### config.mk
export PLATFORM = sky130hd
export DESIGN_NAME = draw_scheduler
export DESIGN_NICKNAME = d
export VERILOG_FILES = /design/src/rtl/draw_scheduler.sv
export SDC_FILE = /design/constraint.sdc
export NUM_CORES = 1
export LEC_CHECK = 0
export ABC_AREA = 1
export BUFFER_PORTS_ARGS = -buffer_cell sky130_fd_sc_hd__buf_2
export CAP_MARGIN = 30
export CELL_PAD_IN_SITES_DETAIL_PLACEMENT = 1
export CELL_PAD_IN_SITES_GLOBAL_PLACEMENT = 2
export CORE_ASPECT_RATIO = 2
export CORE_MARGIN = 2
export CORE_UTILIZATION = 24
export CTS_CLUSTER_SIZE = 40
export DETAILED_ROUTE_END_ITERATION = 8
export GPL_TIMING_DRIVEN = 0
export HOLD_SLACK_MARGIN = 0.1
export MAX_ROUTING_LAYER = met4
export PLACE_DENSITY = 0.75
export SYNTH_ARGS = -nofsm -noshare
export SYNTH_HDL_FRONTEND = slang
export SYNTH_SLANG_ARGS = --single-unit
### constraint.sdc
create_clock -name CLOCK_50 -period 2.1 [get_ports CLOCK_50]
set_clock_uncertainty 0.1 [all_clocks]
set_input_delay 0.105 -clock CLOCK_50 [delete_from_list [all_inputs] [get_ports CLOCK_50]]
set_output_delay 0.105 -clock CLOCK_50 [all_outputs]
set_load 0.005 [all_outputs]
### src/rtl/draw_scheduler.sv
// draw_scheduler: once per frame tick, grants the shared VGA plot port to each
// requesting client (erase, bricks, paddle, ball) in fixed order, then pulses UPDATE.
module draw_scheduler #(
    parameter int FRAME_DIV = 833333,
    parameter int TIMEOUT   = 4096
) (
    input  logic        CLOCK_50,
    input  logic        RESETN,
    input  logic [3:0]  REQ,
    input  logic [3:0]  DONE,
    input  logic [31:0] X_IN,
    input  logic [31:0] Y_IN,
    input  logic [11:0] COLOUR_IN,
    input  logic [3:0]  PLOT_IN,
    output logic [3:0]  GRANT,
    output logic [3:0]  START,
    output logic [7:0]  XOUT,
    output logic [7:0]  YOUT,
    output logic [2:0]  COLOUR,
    output logic        PLOT,
    output logic        UPDATE,
    output logic        BUSY,
    output logic [3:0]  ERR,
    output logic        OVERRUN
);
    localparam int CW = $clog2(FRAME_DIV);
    localparam int WW = $clog2(TIMEOUT);

    typedef enum logic [2:0] {S_IDLE, S_SELECT, S_START, S_RUN, S_UPDATE} state_t;

    state_t        r_state, w_state_nxt;
    logic [CW-1:0] r_cnt;
    logic [WW-1:0] r_wd, w_wd_nxt;
    logic [3:0]    r_mask, w_mask_nxt, r_err, w_err_nxt, w_onehot, w_cidx;
    logic [1:0]    r_cur, w_cur_nxt;
    logic [7:0]    r_x, w_x_nxt, r_y, w_y_nxt;
    logic [2:0]    r_c, w_c_nxt;
    logic          r_plot, w_plot_nxt, r_ovr, w_tick, w_done, w_expired;

    assign w_tick    = r_cnt == CW'(FRAME_DIV - 1);
    assign w_onehot  = 4'b0001 << r_cur;
    assign w_cidx    = {2'b00, r_cur} + {1'b0, r_cur, 1'b0};
    assign w_done    = DONE[r_cur];
    assign w_expired = r_wd == WW'(TIMEOUT - 1);

    assign GRANT   = (r_state == S_START || r_state == S_RUN) ? w_onehot : 4'b0000;
    assign START   = (r_state == S_START) ? w_onehot : 4'b0000;
    assign UPDATE  = r_state == S_UPDATE;
    assign BUSY    = r_state != S_IDLE;
    assign XOUT    = r_x;
    assign YOUT    = r_y;
    assign COLOUR  = r_c;
    assign PLOT    = r_plot;
    assign ERR     = r_err;
    assign OVERRUN = r_ovr;

    always_comb begin
        w_state_nxt = r_state;
        w_mask_nxt  = r_mask;
        w_cur_nxt   = r_cur;
        w_wd_nxt    = r_wd;
        w_err_nxt   = r_err;
        w_x_nxt     = r_x;
        w_y_nxt     = r_y;
        w_c_nxt     = r_c;
        w_plot_nxt  = 1'b0;
        case (r_state)
            S_IDLE: begin
                if (w_tick) begin
                    w_mask_nxt  = REQ;
                    w_state_nxt = S_SELECT;
                end
            end
            S_SELECT: begin
                w_state_nxt = (r_mask == 4'b0000) ? S_UPDATE : S_START;
                for (int i = 3; i >= 0; i--)
                    if (r_mask[i]) w_cur_nxt = 2'(i);
            end
            S_START: begin
                w_wd_nxt    = '0;
                w_state_nxt = S_RUN;
            end
            S_RUN: begin
                w_x_nxt    = X_IN[{r_cur, 3'b000} +: 8];
                w_y_nxt    = Y_IN[{r_cur, 3'b000} +: 8];
                w_c_nxt    = COLOUR_IN[w_cidx +: 3];
                w_plot_nxt = PLOT_IN[r_cur];
                // DONE takes priority over a watchdog expiry in the same cycle
                if (w_done || w_expired) begin
                    w_mask_nxt  = r_mask & ~w_onehot;
                    w_err_nxt   = w_done ? r_err : (r_err | w_onehot);
                    w_state_nxt = S_SELECT;
                end else begin
                    w_wd_nxt = r_wd + 1'b1;
                end
            end
            default: w_state_nxt = S_IDLE;
        endcase
    end

    always_ff @(posedge CLOCK_50) begin
        if (!RESETN) begin
            r_state <= S_IDLE;
            r_cnt   <= '0;
            r_mask  <= '0;
            r_cur   <= '0;
            r_wd    <= '0;
            r_err   <= '0;
            r_ovr   <= 1'b0;
            r_x     <= '0;
            r_y     <= '0;
            r_c     <= '0;
            r_plot  <= 1'b0;
        end else begin
            r_state <= w_state_nxt;
            r_cnt   <= w_tick ? '0 : r_cnt + 1'b1;
            r_mask  <= w_mask_nxt;
            r_cur   <= w_cur_nxt;
            r_wd    <= w_wd_nxt;
            r_err   <= w_err_nxt;
            r_ovr   <= r_ovr | (w_tick && r_state != S_IDLE);
            r_x     <= w_x_nxt;
            r_y     <= w_y_nxt;
            r_c     <= w_c_nxt;
            r_plot  <= w_plot_nxt;
        end
    end
endmodule

---- Word-level counts from Yosys, hierarchy flattened ----
Index checks and enable logic that the tools add are counted.
word-level totals
  register bits after elaboration ......... 66
  input bits .............................. 90
  output and inout bits ................... 35
  logic and storage cells ................. 69
cells by class
  add/subtract/negate cells ............... 3
  $lt $le $gt $ge ......................... 1
  equal/unequal tests ..................... 9
  shift operators ......................... 4
  muxes and demuxes ....................... 19
  bitwise operators ....................... 6
  reductions and logical operators ........ 16
operator list
  operator               number
  $shiftx 32x6->8        2
  $pmux 12 s2            1
  $add 20x1->20 const B  1
  $eq 20x20->1 const B   1
  $mux 4                 4
  $add 12x1->12 const B  1
  $eq 12x12->1 const B   1
  $mux 12                1
  $pmux 3 s4             1
  $shiftx 12x5->3        1
  $mux 3                 3
  $mux 2                 4
  $pmux 4 s2             1
  $reduce_and 2->1       4
  $eq 3x2->1 const B     2
  $reduce_and 3->1       2
  $add 2x3->4            1
  $and 4x4->4            1
  $bmux 1 s2             2
  $logic_not 4->1        1
  $ne 2x2->1 const B     2
  $not 4->4              1
  $or 4x4->4             1
  $reduce_bool 2->1      2
  14 further kinds       17

---- Longest topological paths before layout ----
  word-level depth ........................ 5
  depth in mapped cells ................... 14
  gate-level depth less buffers ........... 10

---- Worst setup path before layout ----
OpenSTA, ideal clock, no wires.
  kind .................................... reg-to-reg
  start point ............................. reg r_cur[0]
  end point ............................... reg r_c[0], in the netlist COLOUR[0]
  library setup time ...................... 117 ps
  arrival time ............................ 1863 ps
  data required time ...................... 1883 ps
  setup slack ............................. 20 ps
  stages on the path, launching flop included .. 15
  buffers on the path ..................... 4
  clock period less this slack ............ 2080 ps
  cell sequence ........................... dfxtp_1 > buf_6 > inv_2 > buf_2 > buf_2 > ha_1 > clkbuf_2 > inv_1 > nor2_1 > nand2_1 > o21ai_0 > inv_1 > nand2_1 > a21oi_1 > nor2_1
on the way
  word-level cells in the longest chain between the ends .. 2
RTL lines
  element                   RTL line  source
  start: declaration        35        logic [1:0] r_cur, w_cur_nxt;
  start signal: assignment  118       r_cur <= w_cur_nxt;
  $add 2x3->4               42        assign w_cidx = {2'b00, r_cur} + {1'b0, r_cur, 1'b0};
  $shiftx 12x5->3           86        w_c_nxt = COLOUR_IN[w_cidx +: 3];
  end signal: assignment    124       r_c <= w_c_nxt;
  end: declaration          37        logic [2:0] r_c, w_c_nxt;
Every way passes these cells.
A chain may end at the register's enable or synchronous reset.

---- Worst setup path after layout ----
  start point ............................. reg r_cur[1]
  end point ............................... reg r_c[1], in the netlist COLOUR[1]
Same word-level chain as after synthesis.

==> flow_metrics.py <==
metrics = {
    "synthesis": {
        "synth_seq_cells": 66,
        "synth_cell_type_count": 38,
        "synth_top_area_share": 0.326,
        "synth.area.top_cells": "dfxtp_1 (33%), nor2_1 (12%), nand2_1 (9.5%), o21ai_0 (9.1%), inv_1 (7.6%)",
        "avgSynthCellArea_um2": 6.34,
        "yosys_warnings": 0,
        "ys_async_sr_fraction": 0,
        "synth_seq_area_share": 0.326,
        "synth_most_common_cell": "nor2_1",
        "synth_nets": 738,
        "syn_inst": 639,
        "ys_top_cells_by_count": "nor2_1 (133), nand2_1 (102), inv_1 (82)",
        "synth_edf_count": 0,
        "synth-main-ff-cell": "dfxtp_1",
        "syn_area_um2": 4050,
        "yosysTopAreaCell": "dfxtp_1",
    },
    "power_and_ir_drop": {
        "fin_total_pwr_mw": 3.07,
        "power_leakage_nw": 2.68,
        "p_comb_frac": 0.078,
        "p_int_mw": 2.37,
        "p_per_area_nw_per_um2": 536,
        "sequentialPowerShare": 0.411,
        "switching_share": 0.228,
        "power_frac_clock": 0.512,
        "peakVddDrop_uv": 269,
        "switchingPower_uw": 699,
    },
    "clock_network": {
        "clock_path_buffers": 2,
        "cts_root_buffer": "clkbuf_16",
        "cts_tree": "yes",
        "cts_buffers": 9,
        "clk_latency_ns": 0.34,
        "htree_num_levels": 3,
        "numClockSinks": 66,
        "clkTransAtPathRegs_ns": 0.06,
    },
    "detailed_routing": {
        "finalWirelength_um": 16500,
        "met3_length_um": 585,
        "routed.top_layer": "met4",
        "via_per_inst": 4.69,
        "dr.pass1.iters": 4,
        "postRouteAntennaNets": 0,
        "wl_met1_um": 5740,
        "wl_met2_um": 9960,
        "drc": 0,
        "vias": 4824,
        "drt-initial-drc-count": 99,
        "drt-wirelength-per-cell_um": 16.1,
    },
    "sta": {
        "slew_violations": 0,
        "final-setup-viol-count": 0,
        "max_freq_mhz": 495,
        "slew_headroom": 0.550,
        "period_share": 0.961,
        "tightest_slew_ns": 0.675,
        "setup_tns_ns": 0,
        "finalHoldViolCount": 0,
        "rsz0062_at_grt": "true",
        "period_minus_slack_ns": 2.02,
    },
    "placed_design": {
        "place_area_um2": 4930,
        "port_buffers": 124,
        "place_congestion": 0.857,
        "dpl.hpwl_um": 13200,
    },
    "final_layout": {
        "antenna_cells": 0,
        "nets": 915,
        "fin_util": 0.343,
        "drive_gt1_frac": 0.244,
        "final_area_um2": 5730,
        "syn_to_final_growth_pct": 41.4,
    },
    "global_route": {
        "grt_first_pass_wirelength_um": 26500,
        "antenna_found_initial": 0,
        "grt_max_degree": 16,
        "grt_pass1_vias": 5361,
        "grt-ovfl-total": 0,
        "track_usage": 0.198,
    },
    "critical_path": {
        "worstPathRequired_ns": 2.27,
        "cp_max_fo": 11,
        "startpoint_type": "flop",
        "worstSetupPathType": "reg -> reg",
        "end_kind": "flop",
        "arrival_ns": 2.19,
    },
    "floorplan": {
        "io_pins": 125,
        "initial_utilization": 0.243,
        "fp-row-count": 67,
        "core_um2": 16700,
        "die_w_um": 95.9,
        "die-area_um2": 18000,
        "die_y_um": 188,
    },
    "worst_hold_path": {
        "hold_path_class": "in -> reg",
    },
    "run_status": {
        "status": "finished clean",
    },
    "job": {
        "cap_violations": 0,
    },
}
-- cell type report --
| class | instances | area (µm²) |
|---|---|---|
| Buffer | 24 | 161 |
| Clock buffer | 11 | 253 |
| Clock inverter | 5 | 52.6 |
| Fill cell | 2150 | 11000 |
| Inverter | 86 | 325 |
| Multi-Input combinational cell | 461 | 2300 |
| Sequential cell | 66 | 1330 |
| Tap cell | 207 | 259 |
| Timing Repair Buffer | 168 | 1050 |
-- path summary, 6_finish.rpt --
path,from,endpoint,slack [ns],cells after the start
worst max-delay path,r_cur[1]$_SDFFE_PN0P_,COLOUR[1]$_SDFFE_PN0N_,0.08,12
worst min register to register,ERR[3]$_SDFFE_PN0P_,ERR[3]$_SDFFE_PN0P_,0.35,2
worst max register to register,r_cur[1]$_SDFFE_PN0P_,COLOUR[1]$_SDFFE_PN0N_,0.08,12
worst min-delay path,X_IN[15],XOUT[7]$_SDFFE_PN0N_,0.10,5
-- what timing repair did --
action	in CTS	in global routing
setup buffers	0	3
setup endpoints to repair	11	7
pin swaps	0	1
endpoints found under the hold margin	24	0
hold buffers	41	0
gates resized for setup	16	8
-- flip-flops by register name, summed over array words and instances, names as in the netlist, 2 cells and up --
register  count
r_cnt        20
r_wd         12
XOUT          8
YOUT          8
ERR           4
r_mask        4
COLOUR        3
r_state       3
r_cur         2
-- placed cells by master, fill, tap and decap left out, types with 2 or more instances in the layout --
cell type | Yosys | layout
a21oi_1 | 25 | 25
a21oi_2 | 6 | 6
buf_2 | 10 | 129
buf_4 | 2 | 6
buf_6 | 1 | 2
buf_8 | 0 | 2
clkbuf_1 | 11 | 11
clkbuf_16 | 0 | 9
clkbuf_8 | 0 | 2
clkinv_2 | 0 | 3
dfxtp_1 | 66 | 64
dlygate4sd3_1 | 0 | 41
ha_1 | 9 | 6
ha_2 | 0 | 2
inv_1 | 82 | 81
inv_2 | 4 | 4
nand2_1 | 102 | 102
nand2_2 | 11 | 11
nand3_1 | 27 | 27
nand3_2 | 3 | 3
nand4_1 | 8 | 8
nor2_1 | 133 | 131
nor2_2 | 5 | 5
nor2_4 | 0 | 2
nor3_1 | 11 | 11
nor3b_1 | 3 | 3
o21a_1 | 2 | 2
o21ai_0 | 74 | 73
o21ai_1 | 6 | 7
o22ai_1 | 16 | 16
or2_2 | 3 | 3
xnor2_1 | 2 | 2
xor2_1 | 5 | 5
-- critical path: stages, from the launching register on --
cell,delay (ns)
dfxtp_4,0.38
buf_8,0.14
inv_1,0.05
buf_4,0.17
buf_8,0.16
ha_4,0.28
inv_2,0.12
nor2_4,0.05
nand3_1,0.07
nand2_1,0.05
a21oi_1,0.16
nand2_1,0.08
a21oi_1,0.13
-- power by group through the flow --
stage	sequential [mW]	combinational [mW]	clock [mW]
finish	1.26	0.238	1.57
global route	1.26	0.265	1.67
CTS	1.26	0.238	1.62
detailed placement	1.29	0.178	0
global placement	1.29	0.172	0
floorplan	1.29	0.0657	0
-- metal layers --
metal | vias up | GRT usage
met5 | - | -
met4 | 0 | 0.0522
li1 | 2398 | -
met2 | 116 | 0.398
met1 | 2294 | 0.179
met3 | 16 | 0.0362
-- kinds of logic after synthesis --
group                    after synthesis  synth area share
flip-flops                            66             0.326
AO/OA/AOI/OAI                        135             0.183
buffers and inverters                112             0.115
XOR/XNOR                               7            0.0151
AND/OR/NAND/NOR                      310             0.333
adder cells (fa/ha/maj)                9            0.0278
-- stage by stage --
stage          hold WS (ns)  setup WS [ns]  std cells
6_report              0.101         0.0810       1028
5_1_grt               0.139       -0.00898       1028
4_1_cts               0.101         0.0149       1025
3_5_place_dp          0.292         -0.537        970
3_3_place_gp          0.290         -0.491        970
2_1_floorplan         0.143         0.0198        639
Note: power is estimated with default switching activity, not from simulation.
